===== config.mk =====
export PLATFORM = sky130hd
export DESIGN_NAME = cache_data_array_ctrl
export DESIGN_NICKNAME = d
export VERILOG_FILES = /design/src/rtl/cache_data_array_ctrl.sv
export SDC_FILE = /design/constraint.sdc
export NUM_CORES = 1
export LEC_CHECK = 0
export ABC_AREA = 1
export CORE_AREA = 2 2 438 440
export DETAILED_ROUTE_END_ITERATION = 7
export DIE_AREA = 0 0 440 442
export GPL_TIMING_DRIVEN = 0
export PLACE_DENSITY_LB_ADDON = 0.05
export SYNTH_ARGS = -nofsm -noshare
export SYNTH_HDL_FRONTEND = slang
export SYNTH_SLANG_ARGS = --single-unit

===== constraint.sdc =====
create_clock -name clk -period 2 [get_ports clk]
set_clock_uncertainty 0.15 [all_clocks]
set_input_delay 0.2 -clock clk [delete_from_list [all_inputs] [get_ports clk]]
set_output_delay 0.2 -clock clk [all_outputs]
set_load 0.05 [all_outputs]

===== src/rtl/cache_data_array_ctrl.sv =====
// Request-side controller for the cache data SRAM: clears every word after reset,
// then turns a valid/ready request stream into SRAM cycles and returns read data.
module cache_data_array_ctrl #(
  parameter int ADDR_WIDTH = 5,
  parameter int DATA_WIDTH = 256,
  parameter int NUM_WMASKS = 32,
  parameter logic [DATA_WIDTH-1:0] INIT_VALUE = '0
) (
  input  logic                  clk,
  input  logic                  rst,
  input  logic                  req_valid,
  output logic                  req_ready,
  input  logic                  req_we,
  input  logic [ADDR_WIDTH-1:0] req_addr,
  input  logic [NUM_WMASKS-1:0] req_wmask,
  input  logic [DATA_WIDTH-1:0] req_wdata,
  output logic                  resp_valid,
  input  logic                  resp_ready,
  output logic [DATA_WIDTH-1:0] resp_rdata,
  output logic                  init_done,
  output logic                  sram_csb,
  output logic                  sram_web,
  output logic [NUM_WMASKS-1:0] sram_wmask,
  output logic [ADDR_WIDTH-1:0] sram_addr,
  output logic [DATA_WIDTH-1:0] sram_din,
  input  logic [DATA_WIDTH-1:0] sram_dout
);

  typedef enum logic {INIT, RUN} state_e;

  state_e                state_q, state_d;
  logic [ADDR_WIDTH-1:0] cnt_q, cnt_d;
  logic                  resp_valid_q, resp_valid_d;
  logic                  init_done_q, init_done_d;
  logic [ADDR_WIDTH-1:0] addr_q, addr_d;
  logic [DATA_WIDTH-1:0] din_q, din_d;

  always_ff @(posedge clk) begin
    if (rst) begin
      state_q      <= INIT;
      cnt_q        <= '0;
      resp_valid_q <= 1'b0;
      init_done_q  <= 1'b0;
    end else begin
      state_q      <= state_d;
      cnt_q        <= cnt_d;
      resp_valid_q <= resp_valid_d;
      init_done_q  <= init_done_d;
    end
  end

  // Last issued address/data, replayed on idle cycles so the SRAM pins stay quiet.
  always_ff @(posedge clk) begin
    addr_q <= addr_d;
    din_q  <= din_d;
  end

  always_comb begin
    state_d      = state_q;
    cnt_d        = cnt_q;
    resp_valid_d = resp_valid_q;
    init_done_d  = init_done_q;
    addr_d       = addr_q;
    din_d        = din_q;
    req_ready    = 1'b0;
    sram_csb     = 1'b1;
    sram_web     = 1'b1;
    sram_wmask   = '0;
    sram_addr    = addr_q;
    sram_din     = din_q;

    case (state_q)
      INIT: begin
        sram_csb   = 1'b0;
        sram_web   = 1'b0;
        sram_wmask = '1;
        sram_addr  = cnt_q;
        sram_din   = INIT_VALUE;
        addr_d     = cnt_q;
        din_d      = INIT_VALUE;
        cnt_d      = cnt_q + 1'b1;
        if (cnt_q == {ADDR_WIDTH{1'b1}}) begin
          state_d     = RUN;
          init_done_d = 1'b1;
        end
      end
      RUN: begin
        // A stalled response blocks new accesses so sram_dout cannot change under it.
        req_ready = !resp_valid_q || resp_ready;
        if (resp_valid_q && resp_ready) resp_valid_d = 1'b0;
        if (req_valid && req_ready) begin
          sram_csb   = 1'b0;
          sram_web   = !req_we;
          sram_addr  = req_addr;
          sram_wmask = req_wmask;
          sram_din   = req_wdata;
          addr_d     = req_addr;
          din_d      = req_wdata;
          if (!req_we) resp_valid_d = 1'b1;
        end
      end
      default: state_d = INIT;
    endcase

    // Keep the macro deselected during the reset cycle itself.
    if (rst) begin
      req_ready = 1'b0;
      sram_csb  = 1'b1;
      sram_web  = 1'b1;
    end
  end

  assign resp_valid = resp_valid_q;
  assign init_done  = init_done_q;
  assign resp_rdata = sram_dout;

endmodule


==> impl_metrics.py <==
metrics = {
    "place": {
        "gp_congestion": 0.699,
        "place_area_sq_um": 25400,
        "portBuffers": 851,
        "dpl.hpwl_microns": 69400,
    },
    "setup_path": {
        "rr_startpoint": "resp_valid",
        "startpoint_type": "flop",
        "cpMaxStageDelayCell": "dfxtp_4",
        "r2r-end": "din_q[231]",
        "worstPathArrival_ns": 2.19,
        "critical_path.cell_chain": "nand2_8, nand2_8, buf_16, buf_16, buf_12, buf_16, o21bai_4, nor2_4, buf_8",
        "crit_family": "buffers and inverters",
        "r2r_slack_ns": 0.20,
        "cp_common_cell": "buf_16",
        "cpPeakStageDelay_ns": 0.36,
        "cp_max_fo": 6,
        "reg2reg_depth": 9,
        "path_class": "flop to output pin",
        "required_ns": 1.65,
        "end_kind": "output pin",
        "cp.buffers_inverters": 5,
    },
    "pwr": {
        "leakage_nw": 11.6,
        "peakVddDrop_uv": 571,
        "power_density_nw_per_um2": 543,
    },
    "sta": {
        "finalCritPeriodShare_pct": 127,
        "finalSetupViolCount": 298,
        "hold_viol_final": 0,
        "drv_slew": 0,
        "layout_setup_ws_ns": -0.536,
        "rsz0062_at_grt": "true",
        "period_needed_ns": 2.54,
        "fmax_mhz": 394,
        "relSlewSlack_pct": 61.2,
        "worstMarginPinSlew_ns": 0.581,
    },
    "route": {
        "route.detailed.drc": 0,
        "vias": 13515,
        "vias_per_cell": 2.68,
        "dr.pass1.iters": 4,
        "wl_per_cell_microns": 17.8,
        "drtAntennaViolNets": 0,
        "first_iter_violations": 244,
        "wl_microns": 89800,
    },
    "cts": {
        "h-tree-depth": 2,
        "clk_root_buffer_cell": "clkbuf_16",
        "clockBufferDepth": 3,
        "clk_pin_slew_ns": 0.05,
        "clock_latency_ns": 0.61,
        "cts_tree": "done",
        "cts.sinks": 269,
        "numCtsBuffers": 45,
    },
    "global_route": {
        "gr-usage-all-layers_pct": 8.80,
        "grtUsageMet3_pct": 2.34,
        "grt_util_met1_pct": 8.36,
        "grt_busiest_layer": "met2",
        "grt_pass1_vias": 14136,
        "gr-total-overflow": 0,
        "antenna_found_initial": 19,
        "grt_first_pass_wirelength_microns": 120000,
        "gr-usage-met2_pct": 18.1,
        "grt_max_degree": 13,
    },
    "yosys": {
        "syn_area_per_cell_sq_um": 8.00,
        "synth_fa_ha_area_share_pct": 0.204,
        "synth_cell_types": 17,
        "synth-seq-cells": 269,
        "synth_nets": 2086,
        "netlist_area_sq_um": 12200,
        "ys_seq_area_share_pct": 44.0,
        "synth_xor_area_share_pct": 0,
        "synth-compound-area-share_pct": 16.1,
        "synth_top_family_by_area": "buffers and inverters",
        "ys_warn_count": 0,
        "synthMuxAreaShare_pct": 0,
        "synthSimpleGateAreaFrac_pct": 19.4,
        "syn_inst": 1530,
    },
    "die": {
        "dieArea_sq_um": 194000,
        "rows": 160,
        "placeableCoreArea_sq_um": 190000,
        "io_pins": 1108,
        "die_w_microns": 440,
        "dieHeight_microns": 442,
        "start_util_pct": 6.46,
    },
    "hold_path": {
        "holdPathEnd": "din_q[32]",
        "min_path_type": "input port to flop",
        "hold_start": "req_wdata[32]",
        "hold_path_depth": 3,
    },
    "outcome": {
        "status": "finished with violations",
        "violations": "negative setup slack",
    },
    "cells_and_area": {
        "postLayoutCellArea_sq_um": 30900,
        "num-fill-cells": 21235,
        "fin_nets": 3046,
        "utilization_pct": 16.3,
        "drive_gt1_share_pct": 49.0,
        "syn2layout_area_growth_pct": 153,
    },
    "flow_run": {
        "drv_cap": 0,
    },
}
## cell usage in the layout, fill, tap and decap left out, types with 3 or more instances in the layout
cell / instances
clkdlybuf4s50_1: 554
buf_4: 307
dfxtp_1: 267
nor2_1: 252
nor2_4: 190
buf_6: 154
buf_8: 145
o21bai_2: 106
nor2_2: 86
nand2_1: 78
o21bai_1: 78
o21bai_4: 72
clkbuf_16: 59
buf_12: 41
clkbuf_8: 16
inv_1: 15
clkbuf_1: 15
buf_16: 14
buf_2: 10
clkinv_2: 10
dlygate4sd3_1: 10
nand3_1: 8
nand2_2: 7
o21ai_0: 4
clkbuf_4: 3
a21oi_1: 3
## routing by layer
| layer | up-vias | part of all wire [%] |
|---|---|---|
| met3 | 114 | 5.9 |
| li1 | 6538 | - |
| met2 | 481 | 59 |
| met1 | 6372 | 33 |
| met4 | 10 | 2.4 |
| met5 | - | 0.052 |
## power by group
group	switching, W	leakage [nW]	internal (W)
Sequential	0.00000701	2.17	0.00537
Combinational	0.00196	8.69	0.00165
Clock	0.00329	0.703	0.00452
## final cells by class
cell class	instances	area, sq um	area share, %
Antenna cell	2	5.00	0.0162
Buffer	345	3210	10.4
Clock buffer	68	1310	4.24
Clock inverter	14	100	0.324
Inverter	17	83.8	0.271
Multi-Input combinational cell	894	7290	23.6
Sequential cell	269	5390	17.4
Tap cell	2511	3140	10.2
Timing Repair Buffer	918	10400	33.6
## worst max-delay path by stage
stage                     startpoint       endpoint  slack, ns  depth (start not counted)
after floorplan           resp_valid       sram_web       0.07                          7
after global placement       state_q  sram_din[197]      -2.18                          6
after detailed placement   req_valid  sram_din[197]      -2.11                          8
after CTS                 resp_valid  sram_din[222]      -0.74                          8
after global routing      resp_valid  sram_din[100]      -0.67                          8
final                     resp_valid  sram_din[231]      -0.54                          9
## Yosys cell counts (all sizes together)
cell type / number / area share [%]
nand3: 10 / 0.41
dfxtp: 269 / 44
clkbuf: 32 / 0.98
o211ai: 1 / 0.061
nor2: 528 / 16
buf: 318 / 19
nand2: 89 / 2.8
o21ai: 4 / 0.16
inv: 17 / 0.52
ha: 2 / 0.20
a21oi: 3 / 0.12
or2: 1 / 0.051
o21bai: 256 / 16
## kinds of logic after synthesis
| group | after synthesis |
|---|---|
| flip-flops | 269 |
| buffers and inverters | 367 |
| AO/OA/AOI/OAI | 264 |
| AND/OR/NAND/NOR | 628 |
| adder cells (fa/ha/maj) | 2 |
## flip-flops by register name (all words and copies together) (netlist names)
register / cells
resp_valid: 1
cnt_q: 5
state_q: 1
din_q: 256
init_done: 1
addr_q: 5
## stage by stage
stage	cells	hold slack, ns	power (W)	setup TNS [ns]	setup WS (ns)
after floorplan	1530	0.119	0.00734	0	0.0714
after global placement	4892	0.319	0.00870	-713.38	-2.18
final	5038	0.0844	0.0168	-124.72	-0.536
after CTS	5029	-0.0137	0.0174	-191.88	-0.737
after global routing	5036	0.0378	0.0178	-169.14	-0.673
after detailed placement	4892	0.313	0.00869	-640.68	-2.11
## repair_timing
action | CTS | global route
hold endpoints to repair | 18 | 0
endpoints found under the setup margin | 544 | 298
setup buffers | 29 | 13
resized for setup | 2214 | 611
pin swaps | 20 | 34
gates cloned | 16 | 8
hold buffers | 10 | 0
## worst reg2reg max path: cells and delay by family, from the launching register on
| family | cells | cell delay [ns] |
|---|---|---|
| buf+inv | 5 | 0.83 |
| flops | 1 | 0.36 |
| simple gates | 3 | 0.23 |
| compound gates | 1 | 0.13 |
Note: power is estimated with default switching activity, not from simulation.
